<file path="src/rtl/sap1_pkg.sv">
// sap1_pkg: opcodes, control-word layout and T-state encodings for the SAP-1 controller
package sap1_pkg;
  localparam logic [3:0] OP_LDA = 4'h0;
  localparam logic [3:0] OP_ADD = 4'h1;
  localparam logic [3:0] OP_SUB = 4'h2;
  localparam logic [3:0] OP_OUT = 4'hE;
  localparam logic [3:0] OP_HLT = 4'hF;
  localparam int CW_W        = 12;
  localparam int CW_PC_INC   = 11;
  localparam int CW_PC_EN    = 10;
  localparam int CW_MAR_LOAD = 9;
  localparam int CW_RAM_EN   = 8;
  localparam int CW_IR_LOAD  = 7;
  localparam int CW_IR_EN    = 6;
  localparam int CW_A_LOAD   = 5;
  localparam int CW_A_EN     = 4;
  localparam int CW_B_LOAD   = 3;
  localparam int CW_ALU_SUB  = 2;
  localparam int CW_ALU_EN   = 1;
  localparam int CW_OUT_LOAD = 0;
  localparam logic [CW_W-1:0] C_PC_INC   = CW_W'(1) << CW_PC_INC;
  localparam logic [CW_W-1:0] C_PC_EN    = CW_W'(1) << CW_PC_EN;
  localparam logic [CW_W-1:0] C_MAR_LOAD = CW_W'(1) << CW_MAR_LOAD;
  localparam logic [CW_W-1:0] C_RAM_EN   = CW_W'(1) << CW_RAM_EN;
  localparam logic [CW_W-1:0] C_IR_LOAD  = CW_W'(1) << CW_IR_LOAD;
  localparam logic [CW_W-1:0] C_IR_EN    = CW_W'(1) << CW_IR_EN;
  localparam logic [CW_W-1:0] C_A_LOAD   = CW_W'(1) << CW_A_LOAD;
  localparam logic [CW_W-1:0] C_A_EN     = CW_W'(1) << CW_A_EN;
  localparam logic [CW_W-1:0] C_B_LOAD   = CW_W'(1) << CW_B_LOAD;
  localparam logic [CW_W-1:0] C_ALU_SUB  = CW_W'(1) << CW_ALU_SUB;
  localparam logic [CW_W-1:0] C_ALU_EN   = CW_W'(1) << CW_ALU_EN;
  localparam logic [CW_W-1:0] C_OUT_LOAD = CW_W'(1) << CW_OUT_LOAD;
  localparam logic [5:0] T1 = 6'b000001;
  localparam logic [5:0] T2 = 6'b000010;
  localparam logic [5:0] T3 = 6'b000100;
  localparam logic [5:0] T4 = 6'b001000;
  localparam logic [5:0] T5 = 6'b010000;
  localparam logic [5:0] T6 = 6'b100000;
  function automatic logic is_arith(input logic [3:0] op);
    return op == OP_ADD || op == OP_SUB;
  endfunction
endpackage

</file>
<file path="src/rtl/ring_counter.sv">
// ring_counter: six-state one-hot T-state ring, holds while hold is high
module ring_counter
  import sap1_pkg::*;
(
  input  logic       clk,
  input  logic       rst,
  input  logic       hold,
  output logic [5:0] t
);
  always_ff @(posedge clk) begin
    if (rst) t <= T1;
    else if (!hold) t <= {t[4:0], t[5]};
  end
endmodule

</file>
<file path="src/rtl/sap_controller.sv">
// sap_controller: SAP-1 sequencer decoding the control word from T-state and opcode
module sap_controller
  import sap1_pkg::*;
(
  input  logic       clk,
  input  logic       rst,
  input  logic [3:0] opcode,
  output logic [5:0] t_state,
  output logic       pc_inc,
  output logic       pc_en,
  output logic       mar_load,
  output logic       ram_en,
  output logic       ir_load,
  output logic       ir_en,
  output logic       a_load,
  output logic       a_en,
  output logic       b_load,
  output logic       alu_sub,
  output logic       alu_en,
  output logic       out_load,
  output logic       halt
);
  logic            hlt_t4;
  logic [CW_W-1:0] cw;
  assign hlt_t4 = t_state == T4 && opcode == OP_HLT;
  // the ring must not step past T4 on the very edge that sets halt
  ring_counter u_ring (
    .clk  (clk),
    .rst  (rst),
    .hold (halt | hlt_t4),
    .t    (t_state)
  );
  always_ff @(posedge clk) begin
    if (rst) halt <= 1'b0;
    else if (hlt_t4) halt <= 1'b1;
  end
  always_comb begin
    cw = '0;
    case (t_state)
      T1: cw = C_PC_EN | C_MAR_LOAD;
      T2: cw = C_PC_INC;
      T3: cw = C_RAM_EN | C_IR_LOAD;
      T4: cw = (opcode == OP_LDA || is_arith(opcode)) ? (C_IR_EN | C_MAR_LOAD) :
               opcode == OP_OUT ? (C_A_EN | C_OUT_LOAD) : '0;
      T5: cw = opcode == OP_LDA ? (C_RAM_EN | C_A_LOAD) :
               is_arith(opcode) ? (C_RAM_EN | C_B_LOAD) : '0;
      T6: cw = opcode == OP_ADD ? (C_ALU_EN | C_A_LOAD) :
               opcode == OP_SUB ? (C_ALU_EN | C_A_LOAD | C_ALU_SUB) : '0;
      default: cw = '0;
    endcase
    if (rst || halt) cw = '0;
  end
  assign pc_inc   = cw[CW_PC_INC];
  assign pc_en    = cw[CW_PC_EN];
  assign mar_load = cw[CW_MAR_LOAD];
  assign ram_en   = cw[CW_RAM_EN];
  assign ir_load  = cw[CW_IR_LOAD];
  assign ir_en    = cw[CW_IR_EN];
  assign a_load   = cw[CW_A_LOAD];
  assign a_en     = cw[CW_A_EN];
  assign b_load   = cw[CW_B_LOAD];
  assign alu_sub  = cw[CW_ALU_SUB];
  assign alu_en   = cw[CW_ALU_EN];
  assign out_load = cw[CW_OUT_LOAD];
endmodule

</file>
<file path="config.mk">
export PLATFORM = sky130hd
export DESIGN_NAME = sap_controller
export DESIGN_NICKNAME = d
export VERILOG_FILES = /design/src/rtl/sap1_pkg.sv /design/src/rtl/ring_counter.sv /design/src/rtl/sap_controller.sv
export SDC_FILE = /design/constraint.sdc
export NUM_CORES = 1
export LEC_CHECK = 0
export ABC_AREA = 1
export CAP_MARGIN = 20
export CORE_MARGIN = 4
export CORE_UTILIZATION = 40
export DETAILED_ROUTE_END_ITERATION = 7
export PLACE_DENSITY = 0.8
export SYNTH_ARGS = -nofsm -noshare
export SYNTH_HDL_FRONTEND = slang
export SYNTH_HIERARCHICAL = 1
export SYNTH_SLANG_ARGS = --single-unit
</file>
<file path="constraint.sdc">
create_clock -name clk -period 1.6 [get_ports clk]
set_input_delay 0.32 -clock clk [delete_from_list [all_inputs] [get_ports clk]]
set_output_delay 0.32 -clock clk [all_outputs]
set_load 0.02 [all_outputs]
</file>
==> results.toml <==
[worst_hold_path]
holdPathStages = 3
worstHoldEndpoint = "halt$_SDFFE_PP0P_"
hp-class = "in -> reg"
hp-start = "rst"

[routing]
wl_per_cell_um = 13.4
routed_via_density = 5.01
dr_total_vias = 846
drc = 0
detail-route-antenna-nets = 0
wl_um = 2270
firstDrtPassIters = 4
initialDrtViolationCount = 26

[synth]
synthFlopType = "dfxtp_1"
synth_most_common_cell = "nor2_1"
synth_top_family_by_area = "simple AND/OR/NAND/NOR gates"
mappedNetlistNets = 108
synth_area_leader_cell = "dfxtp_1"
ys_async_sr_fraction = 0
synth.top_cell.area_share = 0.249
synth-seq-cells = 7
synth_compound_gate_area_share = 0.0557
syn_area_sq_um = 562
muxShareOfSynthArea = 0
synth-edff-count = 0
seq_area_frac_synth = 0.249
ys_top_cells_by_count = "nor2_1, nand2_1, inv_1"
synth_area_per_cell_sq_um = 5.51
yosys.area_share.simple = 0.548
synth_area_leaders = "dfxtp_1, nor2_1, nand2_1"
yosys_warnings = 6
yosys.cell_types.count = 18
synthAdderAreaFrac = 0
synth_xor_area_frac = 0
synth_cells = 102

[timing]
setup_ws_ps = -216
worst_pin_slew_ps = 246
drv_slew = 0
rsz0062_at_grt = "yes"
clock.fmax_mhz = 551
finalSetupViolCount = 10
hold_viol_final = 0
fin_skew_ps = 2.67
finalCritPeriodShare = 1.14
finalCriticalPeriod_ps = 1820
maxSlewHeadroom = 0.834

[power_and_ir_drop]
powerDensity_mw_per_mm2 = 473
p_leak_nw = 0.573
power_w = 0.000519
ir_drop_v = 0.000414

[critical_path]
path_class = "reg -> out"
endpoint_kind = "output port"
start_kind = "flop"
r2r.worst_path.cells = 10
r2r-end = "u_ring/t[3]$_SDFFE_PP0N_"
rr_startpoint = "u_ring/t[4]$_SDFFE_PP0N_"
worstPathRequired_ps = 1280
rrSetupSlack_ps = 200
crit_path_max_fanout = 4
arrival_ps = 1500

[final_layout]
drive_gt1_frac = 0.474
multi_input_area_sq_um = 414
nFillCells = 92
flow.area_growth_from_synthesis_pct = 95.3
fin_nets = 161
num_antenna_cells = 0
ff_latch_area_sq_um = 148
stdcell_area_sq_mm = 0.00110

[placed_design]
placed_area_sq_mm = 0.00100
place_ws_ps = -723
post-dp-hpwl_um = 1500
port_buffers = 24
routabilityCongestion = 0.792

[global_route]
grt_max_degree = 13
grt_pass1_wl_um = 2930
overflow = 0
first_global_vias = 761
use_met2 = 0.376
grt_use_total = 0.189
busiest_layer = "met2"
antenna_found_initial = 0
gr-usage-met3 = 0.0277
met1_usage = 0.187

[clock_tree]
root_buffer = "clkbuf_4"
cts_buffers = 3
path_clk_slew_ps = 50
cts_hold_buf = 0
cts_num_sinks = 7
ctsHtreeMaxLevel = 1
cts_tree = "yes"
clockBufferDepth = 2
clock_latency_ps = 250

[die]
die_h_um = 45.5
initial_core_util = 0.426
core_area_sq_mm = 0.00132
dieArea_sq_mm = 0.00207
ios = 25
fp.dieW_um = 45.5
core.rowCount = 13

[run_status]
status = "finished with violations"
failed_checks = "setup timing"

[job]
maxCapViolCount = 0
repair_timing:
item | 4_1_cts | 5_1_grt
setup buffers | 2 | 0
resized for setup | 88 | 17
setup endpoints to repair | 19 | 12
pin swaps | 9 | 11
power breakdown:
part | switching [W] | internal (W)
clock network | 0.0000635 | 0.0000951
logic | 0.0000939 | 0.0000790
registers | 0.00000754 | 0.000180
total | 0.000165 | 0.000355
cell families after synthesis:
group,Yosys count
buf+inv,19
simple gates,70
flops,7
compound gates,6
critical path, cell delays in order (launching register included):
cell	delay, ps
dfxtp_2	350
inv_2	90
nand2_1	90
nor2_1	110
o21ai_0	130
nand3_1	130
nand2_2	90
nor2_4	120
buf_6	130
flip-flops by register name, summed over array words and instances, names as in the netlist:
signal and count:
u_ring/t 6, halt 1
final cells by class:
| cell class | count | area share |
|---|---|---|
| well taps | 15 | 0.0171 |
| repair buffers | 50 | 0.389 |
| flip-flops and latches | 7 | 0.135 |
| clock buffers | 4 | 0.0239 |
| multi-input cells | 76 | 0.377 |
| inverters | 17 | 0.0582 |
placed cells by master, fill, tap and decap left out:
cell type      Yosys  routed
buf_4              1      29
buf_6              1       7
o22ai_1            1       1
dfxtp_1            7       3
nand3_1            5       4
dfxtp_2            0       3
clkbuf_4           0       3
nand3_2            0       1
a21oi_1            1       1
nand2_2            0       4
o21ai_1            3       3
o21ai_0            1       1
buf_12             0       1
nor3_2             0       2
nor2_2             3       5
clkbuf_1           0       1
nand2_1           27      21
buf_2              0       1
nor2_1            28      22
nor2_4             1       5
nor3b_2            1       1
inv_2              3       7
dfxtp_4            0       1
nand4_1            2       2
nand2_4            1       3
dlygate4sd2_1      0      12
inv_1             14      10
worst max-delay path by stage:
stage / end / cells after the start / slack [ps] / startpoint
finish: out_load / 8 / -220 / u_ring/t[3]$_SDFFE_PP0N_
global route: out_load / 8 / -340 / u_ring/t[3]$_SDFFE_PP0N_
CTS: alu_sub / 8 / -100 / u_ring/t[0]$_SDFFE_PP1N_
detailed placement: a_load / 9 / -720 / opcode[3]
global placement: alu_sub / 7 / -670 / rst
floorplan: out_load / 8 / 20 / u_ring/t[5]$_SDFFE_PP0N_
metal layers:
| layer | up-vias | routed length (um) |
|---|---|---|
| met5 | - | 0 |
| met1 | 391 | 774 |
| met3 | 8 | 145 |
| met4 | 0 | 61 |
| met2 | 34 | 1290 |
| li1 | 413 | - |
per-stage QoR:
stage,std cells,setup TNS (ps),utilization,hold slack [ps]
after global placement,163,-7920,0.762,589
after CTS,169,-523,0.790,495
after global routing,169,-2250,0.833,506
after detailed placement,163,-8540,0.762,608
after floorplan,102,0,-,389
final,169,-1290,0.833,492
Power figures use the tool's default switching activity.
